==> src/rtl/pc_redirect_ctrl.sv <==
// pc_redirect_ctrl
//   Owns the fetch PC, drives the instruction-memory request handshake and
//   sequences control-flow redirects resolved by the EX-stage branch unit.
//   On a redirect it flushes IF/ID and ID/EX, and it discards the fetch that
//   was already in flight.
//
// Ports
//   clk, rst       clock; synchronous active-high reset
//   stall          hazard freeze: holds PC, drops fetch request, blocks redirect
//   br_valid       EX stage holds a valid instruction
//   branch_type    {auipc, jal, jalr, btype_taken}
//   ex_pc, ex_imm  EX-stage PC and sign-extended immediate
//   rs1_data       forwarded rs1 (jalr base)
//   imem_req/addr  fetch request and address (address = pc_o)
//   imem_ready     memory accepts the request when imem_req & imem_ready
//   pc_o           current fetch PC
//   flush_if/id    kill the IF/ID or ID/EX register contents
//   redirect_o     one-cycle pulse when a redirect is taken
//   misalign_o     (MISALIGN_TRAP_EN only) misaligned redirect target
//
// Build option
//   MISALIGN_TRAP_EN : if defined, a redirect target with target[1:0] != 0
//   is not taken; the pipeline is flushed and misalign_o pulses instead.
//   If undefined, target[1] is honoured as is (compressed-ISA friendly).

module pc_redirect_ctrl #(
  parameter int              XLEN     = 32,
  parameter logic [XLEN-1:0] RESET_PC = '0
) (
  input  logic            clk,
  input  logic            rst,
  input  logic            stall,
  input  logic            br_valid,
  input  logic [3:0]      branch_type,
  input  logic [XLEN-1:0] ex_pc,
  input  logic [XLEN-1:0] ex_imm,
  input  logic [XLEN-1:0] rs1_data,
  output logic            imem_req,
  output logic [XLEN-1:0] imem_addr,
  input  logic            imem_ready,
  output logic [XLEN-1:0] pc_o,
  output logic            flush_if,
  output logic            flush_id,
  output logic            redirect_o
`ifdef MISALIGN_TRAP_EN
  ,
  output logic            misalign_o
`endif
);

  typedef enum logic {RUN, WAIT_ACK} state_t;

  state_t          state_q, state_d;
  logic [XLEN-1:0] pc_q, pc_d;
  logic [XLEN-1:0] tgt_q, tgt_d;
  logic            drop_q, drop_d;
  logic [XLEN-1:0] target;
  logic [XLEN-1:0] jalr_sum;
  logic            take;
  logic            fire;
  logic            bad_align;

  // Redirect target: jalr has priority and clears bit 0; jal and btype share
  // the PC-relative form. All adds wrap modulo 2^XLEN.
  always_comb begin
    jalr_sum = rs1_data + ex_imm;
    if (branch_type[1])
      target = {jalr_sum[XLEN-1:1], 1'b0};
    else
      target = ex_pc + ex_imm;
  end

  always_comb begin
    state_d    = state_q;
    pc_d       = pc_q;
    tgt_d      = tgt_q;
    drop_d     = 1'b0;
    imem_req   = 1'b0;
    flush_if   = 1'b0;
    flush_id   = 1'b0;
    redirect_o = 1'b0;
    take       = 1'b0;
    fire       = 1'b0;
    bad_align  = 1'b0;
`ifdef MISALIGN_TRAP_EN
    misalign_o = 1'b0;
`endif

    case (state_q)
      RUN: begin
        imem_req = ~stall;
        fire     = imem_req & imem_ready;
        // auipc (bit 3) never redirects.
        take     = br_valid & ~stall & (|branch_type[2:0]);
`ifdef MISALIGN_TRAP_EN
        bad_align = take & (|target[1:0]);
`endif
        if (bad_align) begin
          // Trap unit owns the redirect; just kill the wrong-path work.
`ifdef MISALIGN_TRAP_EN
          misalign_o = 1'b1;
`endif
          flush_if = 1'b1;
          flush_id = 1'b1;
          drop_d   = fire;
        end else if (take) begin
          flush_if   = 1'b1;
          flush_id   = 1'b1;
          redirect_o = 1'b1;
          if (imem_ready) begin
            // The fetch accepted this cycle is wrong-path: drop its response.
            pc_d   = target;
            drop_d = 1'b1;
          end else begin
            // A pending request must keep a stable address until accepted.
            tgt_d   = target;
            state_d = WAIT_ACK;
          end
        end else if (fire) begin
          pc_d = pc_q + XLEN'(4);
        end
      end

      WAIT_ACK: begin
        imem_req = 1'b1;
        if (imem_ready) begin
          pc_d    = tgt_q;
          drop_d  = 1'b1;
          state_d = RUN;
        end
      end

      default: state_d = RUN;
    endcase

    // Response to a discarded fetch arrives this cycle.
    if (drop_q)
      flush_if = 1'b1;

    if (rst) begin
      imem_req   = 1'b0;
      flush_if   = 1'b0;
      flush_id   = 1'b0;
      redirect_o = 1'b0;
`ifdef MISALIGN_TRAP_EN
      misalign_o = 1'b0;
`endif
    end
  end

  // State register boundary
  always_ff @(posedge clk) begin
    if (rst) begin
      state_q <= RUN;
      pc_q    <= RESET_PC;
      drop_q  <= 1'b0;
    end else begin
      state_q <= state_d;
      pc_q    <= pc_d;
      drop_q  <= drop_d;
    end
  end

  // Latched redirect target (data, no reset needed)
  always_ff @(posedge clk) begin
    tgt_q <= tgt_d;
  end

  assign pc_o      = pc_q;
  assign imem_addr = pc_q;

endmodule

==> config.mk <==
export PLATFORM = sky130hd
export DESIGN_NAME = pc_redirect_ctrl
export DESIGN_NICKNAME = d
export VERILOG_FILES = /design/src/rtl/pc_redirect_ctrl.sv
export SDC_FILE = /design/constraint.sdc
export NUM_CORES = 1
export LEC_CHECK = 0
export CORE_UTILIZATION = 48
export DETAILED_ROUTE_END_ITERATION = 8
export PLACE_DENSITY_LB_ADDON = 0.1
export SLEW_MARGIN = 20
export SYNTH_ARGS = -nofsm -noshare
export SYNTH_HDL_FRONTEND = slang
export SYNTH_SLANG_ARGS = --single-unit
==> constraint.sdc <==
create_clock -name clk -period 9.95 [get_ports clk]
set_input_delay 2.4875 -clock clk [delete_from_list [all_inputs] [get_ports clk]]
set_output_delay 2.4875 -clock clk [all_outputs]
set_load 0.005 [all_outputs]
; ---- Word level (Yosys, flattened, before mapping)
; Index checks and enable logic that the tools add are counted.
; Widths: inputs -> output; s select.
[totals]
reg_bits = 66
in_bits = 105
out_inout_bits = 68
wordCells = 38
[op_classes]
addsub = 3
n_eq_ne = 3
n_mux = 19
n_bitwise = 6
reduce_logical = 3
[ops]
columns = cell, count
row1 = $mux 32, 5
row2 = $add 32x32->32, 2
row3 = $pmux 32 s2, 1
row4 = $add 32x3->32 const B, 1
row5 = $mux 1, 10
row6 = $ne 3x3->1 const B, 2
row7 = $pmux 1 s2, 3
row8 = $reduce_and 3->1, 2
row9 = $and 1x1->1, 3
row10 = $not 1->1, 3
row11 = $reduce_or 3->1, 1
row12 = $ne 2x2->1 const B, 1

; ---- Longest topological paths before layout
; Gate-level depths: netlist of the first run.
[logic_depth]
word_depth = 7
mapped_depth = 10
mapped_depth_nobuf = 10

; ---- Least setup slack after synthesis of the first run
; OpenSTA, ideal clock, no wires.
[synth_path]
path_kind = input port to output port
from = input port branch_type[1]
to = output port flush_if
t_arrival_ns = 3.569
t_required_ns = 7.463
slack_ns = 3.894
path_stages = 6
n_path_buf = 2
path_cell_list = buf_2 > or3_1 > and3_1 > clkbuf_1 > nor2_1 > nor2_1
[synth_between]
elab_chain_cells = 6
[synth_lines]
columns = element, line
row1 = start: declaration, 34  ; input logic [3:0] branch_type,
row2 = $reduce_or 3->1, 94  ; take = br_valid & ~stall & (|branch_type[2:0]);
row3 = $and 1x1->1, 94
row4 = $mux 1, 106  ; end else if (take) begin
row5 = $mux 1, 89  ; case (state_q)
row6 = $mux 1, 137  ; if (drop_q)
row7 = $mux 1, 140  ; if (rst) begin
row8 = end: declaration, 42  ; output logic flush_if,
; No other way between the ends.

; ---- Worst setup path after layout of the first run
; Ends and elaborated chain as after synthesis.

==> results of run 1 <==
[cell families (layout without fill, tap and decap cells)]
group / after synthesis / in the layout / synth area share
xor+xnor: 68 / 68 / 0.0796
fa+ha+maj: 64 / 64 / 0.109
compound gates: 323 / 323 / 0.294
simple gates: 314 / 314 / 0.206
flops: 66 / 66 / 0.219
buf+inv: 90 / 207 / 0.0622
mux: 21 / 21 / 0.0291
[stage by stage]
stage               power (uW)  cells
floorplan                  613    946
global placement           761   1235
detailed placement         764   1235
CTS                       1070   1251
global route              1130   1251
finish                    1070   1251
[where the power goes]
| part | internal [uW] | switching, uW | leakage [uW] |
|---|---|---|---|
| sequential | 308 | 17.9 | 0.000572 |
| clock | 192 | 111 | 0.000142 |
| combinational | 205 | 237 | 0.00290 |
[metal layers]
layer  up-vias  part of all wire  wire, um  GRT usage
li1       3763                 -         -          -
met1      3518              0.49     10600      0.387
met2       289              0.43      9260      0.418
met3        13             0.067      1430     0.0291
met4         0            0.0068       146     0.0483
met5         -                 0         0          0
[area by class of cell]
type                    instances  area, um^2  share of cell area
repair buffers                178        1760               0.188
inverters                      13        48.8             0.00522
flip-flops and latches         66        1640               0.176
well taps                     188         235              0.0252
clock buffers                  10         229              0.0245
clock inverters                 6        57.6             0.00616
multi-input cells             790        5380               0.575
[flip-flops by register name, summed over array words and instances (netlist names)]
signal and cells:
drop_q 1, tgt_q 32, imem_addr 32, state_q 1
[worst max-delay path, stage by stage]
cell             delay, ns
buf_2                 0.07
buf_4                 0.46
or3_1                 0.25
and3_1                0.79
nor2_1                0.07
nor2_1                0.12
clkdlybuf4s50_1       0.50
[layout by cell type (no fill, tap or decap), types with 16 or more instances in the layout]
| master | n |
|---|---|
| clkdlybuf4s50_1 | 170 |
| a21o_1 | 28 |
| a21oi_1 | 91 |
| nand2_1 | 77 |
| ha_1 | 62 |
| edfxtp_1 | 32 |
| a211oi_1 | 17 |
| and3_1 | 16 |
| nand3_1 | 19 |
| dfxtp_1 | 34 |
| nor2b_1 | 16 |
| a31oi_1 | 18 |
| nor3_1 | 30 |
| o21ai_0 | 55 |
| nor2_1 | 85 |
| xnor2_1 | 36 |
| xor2_1 | 32 |
[how the worst max path moves through the flow]
stage	slack [ns]	depth (start not counted)	startpoint	endpoint
6_report	2.70	7	branch_type[1]	flush_if
5_1_grt	2.51	7	branch_type[1]	flush_if
4_1_cts	2.67	7	branch_type[1]	flush_if
3_5_place_dp	2.67	7	branch_type[1]	flush_if
3_3_place_gp	2.68	7	branch_type[1]	flush_if
2_1_floorplan	3.89	6	branch_type[1]	flush_if
==> results.tsv, run 1 <==
metric	value	unit
P&R area growth vs syn	25.0	%
Die Ht	127	um
ANT nets after route	0	
Post-synth EDFFs	32	
Yosys reg bits	66	
unrepaired setup endpoints after global routing	false	
CTS sink cnt	66	
final hold violation count	0	
clk_skew	0.00499	ns
worst reg2reg endpoint	imem_addr[29]$_SDFFE_PP0P_	
Async SR Flop Fraction	0	
Post-Syn Area per Cell	7.91	um^2
Final #Nets	1227	
largest net degree at the start of global routing	56	
hold endpoint	imem_addr[1]$_SDFFE_PP0P_	
DIE AREA	16100	um^2
slew margin rel.	0.288	
CTS tree	built	
drt pass-1 iters	5	
count leader, synth	a21oi_1	
Final Slew Violations	0	
PwrDens	114	nW/um^2
Syn Inst Count	946	
n_diodes	0	
final setup fails	0	
min Tclk post-route	7.25	ns
worst hold-check path type	flop to flop	
Yosys Warn Count	0	
top cells by count, synth	91 x a21oi_1, 86 x nor2_1, 77 x nand2_1, 62 x ha_1, 55 x o21ai_0	
DR vias/cell	6.06	
Mapped Nets	1115	
R2R Setup Slk	6.96	ns
VDD IR max	75.6	uV
Netlist cell types	79	
FP Rows	45	
main flop type after synthesis	dfxtp_1	
Crit Path Class	primary input to output pin	
status	finished clean	
vias in the first global route	6686	
biggest area consumer among synthesized cells	edfxtp_1	
Worst setup EP type	output pin	
Tcrit/Tclk final	0.729	
die width	127	um
r2r startpoint	state_q$_SDFF_PP0_	
WP data arrival	4.76	ns
Leak	0.00361	uW
CP max FO	55	
Hold-fix buffers, CTS	0	
grt ovf	0	
Startpoint Class	primary input	
DR vias	7583	
Post-Route WL	21400	um
htree depth	3	
critical path required time	7.46	ns
pre-CTS WS	2.67	ns
Max Buffers Root-to-Sink	2	
GRT Util Overall	0.264	
total of max-cap violations	0	
post-synth top area share	0.128	
synth top area cells	edfxtp_1 13%, ha_1 10%, dfxtp_1 9.1%	
Final Worst Setup Slack	2.70	ns
GPL Wtd Cong	0.945	
CTS root buf	clkbuf_16	
port bufs	171	
Setup Buffers After CTS	0	
Mapped Area	7480	um^2
DRC Markers	0	
Worst Hold Depth	2	
fmax	138	MHz
placed inst area	9060	um^2
worst-case reg-to-reg path depth	8	
Worst-path clk slew	0.05	ns
routed length per instance	17.1	um
Inserted Clock Buffers	9	
post-DP HPWL	16500	um
core area	15200	um^2
FILL cells	1378	
IO Pins	173	
share of post-route cells with drive strength above 1	0.0461	
HP Start	imem_addr[1]$_SDFFE_PP0P_	
hold_ws	0.537	ns
clk_lat worst skew	0.33	ns
initial DRC count	598	
post-synthesis sequential area ratio	0.219	
final core occ	0.615	
global-route wire length before repair	34000	um
Fin Setup TNS	0	ns
Post-CTS Resized	0	
design area	9350	um^2
Worst-Margin Slew	1.07	ns
initial antenna violation count	0	
initial core utilization	0.492	
No activity file was read; power rests on OpenSTA's default activity.
==> inputs of run 2 (changes only) <==
--- a/config.mk
+++ b/config.mk
@@ -5,7 +5,7 @@
 export SDC_FILE = /design/constraint.sdc
 export NUM_CORES = 1
 export LEC_CHECK = 0
-export CORE_UTILIZATION = 48
+export CORE_UTILIZATION = 47
 export DETAILED_ROUTE_END_ITERATION = 8
 export PLACE_DENSITY_LB_ADDON = 0.1
 export SLEW_MARGIN = 20
==> constraint.sdc (replaced) <==
create_clock -name clk -period 5.9 [get_ports clk]
set_input_delay 1.475 -clock clk [delete_from_list [all_inputs] [get_ports clk]]
set_output_delay 1.475 -clock clk [all_outputs]
set_load 0.005 [all_outputs]
==> results.tsv, run 2 (synthesis gave the netlist of run 1 again) <==
metric	value	unit	change
Max Buffers Root-to-Sink	2		unchanged
DRC Markers	0		unchanged
FP Rows	45		unchanged
Crit path max-delay family	buffers and inverters		
initial DRC count	592		-1.0%
Setup Buffers After CTS	0		unchanged
Crit-path slowest cell	clkdlybuf4s50_1		
Worst-Margin Slew	1.08	ns	+0.0148 ns
drt pass-1 iters	5		unchanged
CTS root buf	clkbuf_16		
GRT Util Overall	0.267		+0.00316
CTS tree	built		
Post-Route WL	21700	um	+1.3%
area of the multi-input gates	5380	um^2	unchanged
PwrDens	194	nW/um^2	+69%
critical path required time	4.43	ns	-3.03 ns
Inserted Clock Buffers	9		unchanged
IO Pins	173		unchanged
status	finished clean		
Post-CTS Resized	0		unchanged
share of post-route cells with drive strength above 1	0.0451		-0.00103
routed length per instance	17.0	um	-0.73%
r2r startpoint	state_q$_SDFF_PP0_		
worst reg2reg endpoint	imem_addr[29]$_SDFFE_PP0P_		
commonest non-fill, non-tap cell in the layout	clkdlybuf4s50_1		
core area	15400	um^2	+1.1%
Crit Path Class	primary input to output pin		
Buf/Inv on CP	3		unchanged
slew margin rel.	0.278		-0.00992
post-DP HPWL	16800	um	+1.7%
fmax	204	MHz	
DR vias	7514		-0.91%
DR vias/cell	5.89		-2.9%
htree depth	3		unchanged
GPL Wtd Cong	0.935		-1.0%
Worst Hold Depth	2		unchanged
highest-count cells in the layout ignoring fill and taps	170 x clkdlybuf4s50_1, 91 x a21oi_1, 85 x nor2_1, 77 x nand2_1, 62 x ha_1		
final hold violation count	0		unchanged
initial core utilization	0.487		-0.00541
clk_lat worst skew	0.34	ns	about the same
Die Ht	128	um	+1.0%
worst hold-check path type	flop to flop		
HP Start	imem_addr[0]$_SDFFE_PP0P_		
Final Worst Setup Slack	0.993	ns	-1.71 ns
global-route wire length before repair	34700	um	+2.1%
P&R area growth vs syn	25.6	%	
DIE AREA	16400	um^2	+2.1%
R2R Setup Slk	3.18	ns	-3.78 ns
Fin Setup TNS	0	ns	unchanged
CP most frequent cell	clkdlybuf4s50_1		
CP cell instances	clkdlybuf4s50_1, nor2b_1, nand3_1, buf_4, nor2_1, clkdlybuf4s50_1		
n_diodes	0		unchanged
min Tclk post-route	4.91	ns	
Hold-fix buffers, CTS	0		unchanged
grt ovf	0		unchanged
Final Slew Violations	0		unchanged
CTS sink cnt	66		unchanged
CP max FO	10		-82%
initial antenna violation count	0		unchanged
die width	128	um	+1.0%
clk_skew	0.00518	ns	+0.000181 ns
total of max-cap violations	0		unchanged
FILL cells	1399		+1.5%
unrepaired setup endpoints after global routing	false		
Leak	0.00362	uW	+0.26%
final core occ	0.611		-0.00374
pre-CTS WS	0.969	ns	-1.71 ns
crit-path max cell delay	0.59	ns	-0.20 ns
port bufs	171		unchanged
Tcrit/Tclk final	0.832		
worst-case reg-to-reg path depth	7		-1
Final #Nets	1229		+0.16%
vias in the first global route	6756		+1.0%
hold endpoint	imem_addr[0]$_SDFFE_PP0P_		
FF+latch area	1640	um^2	unchanged
final setup fails	0		unchanged
largest net degree at the start of global routing	55		-1.8%
Startpoint Class	primary input		
VDD IR max	162	uV	+110%
WP data arrival	3.43	ns	-1.33 ns
Worst-path clk slew	0.05	ns	about the same
Worst setup EP type	output pin		
ANT nets after route	0		unchanged
## run 2: changes by cell type in the layout (fill, tap and decap cells not counted)
cell	before	now
clkinv_1	0	2
buf_4	7	9
clkinv_2	4	1
clkbuf_1	1	2
clkinvlp_4	1	0
clkbuf_8	0	1
## run 2: stage by stage
step                instance area [um^2]  hold slack [ns]  std cells  total power (uW)
CTS                                 9390            0.536       1276              1810
floorplan                           7480            0.521        946              1030
global route                        9390            0.577       1276              1920
finish                              9390            0.535       1276              1820
detailed placement                  9100            0.531       1260              1290
global placement                    9100            0.520       1260              1280
## run 2: where the power goes
| group | internal (uW) | leakage [uW] | total, uW | switching [uW] |
|---|---|---|---|---|
| Combinational | 346 | 0.00291 | 748 | 402 |
| Sequential | 520 | 0.000572 | 550 | 30.2 |
| Clock | 335 | 0.000142 | 524 | 189 |
| Total | 1200 | 0.00362 | 1820 | 621 |
## run 2: metal layers
metal / track usage / vias up / part of all wire
met4: 0.0685 / 0 / 0.013
met2: 0.417 / 259 / 0.43
li1: - / 3749 / -
met5: 0 / - / 0
met1: 0.393 / 3488 / 0.50
met3: 0.0225 / 18 / 0.059
## run 2: layout make-up
| class | instances | area share |
|---|---|---|
| flip-flops and latches | 66 | 0.175 |
| clock inverters | 4 | 0.00453 |
| repair buffers | 180 | 0.189 |
| well taps | 211 | 0.0281 |
| clock buffers | 12 | 0.0262 |
| multi-input cells | 790 | 0.572 |
| inverters | 13 | 0.00520 |
## run 2: worst max-delay path by stage
stage | start | end | slack (ns) | depth (start not counted)
floorplan | branch_type[1] | flush_if | 1.87 | 6
global placement | ex_imm[0] | tgt_q[30]$_DFFE_PP_ | 1.0 | 11
detailed placement | ex_imm[0] | tgt_q[30]$_DFFE_PP_ | 0.97 | 11
CTS | br_valid | flush_id | 1.02 | 6
global route | br_valid | redirect_o | 0.89 | 6
finish | br_valid | flush_id | 0.99 | 6
## run 2: worst register-to-register path: cells and delay by family (launching register included)
kind / cells / cell delay [ns]
buffers and inverters: 2 / 0.56
DFF: 1 / 0.31
AOI/OAI and AO/OA: 2 / 0.53
and+or+nand+nor: 3 / 1.19
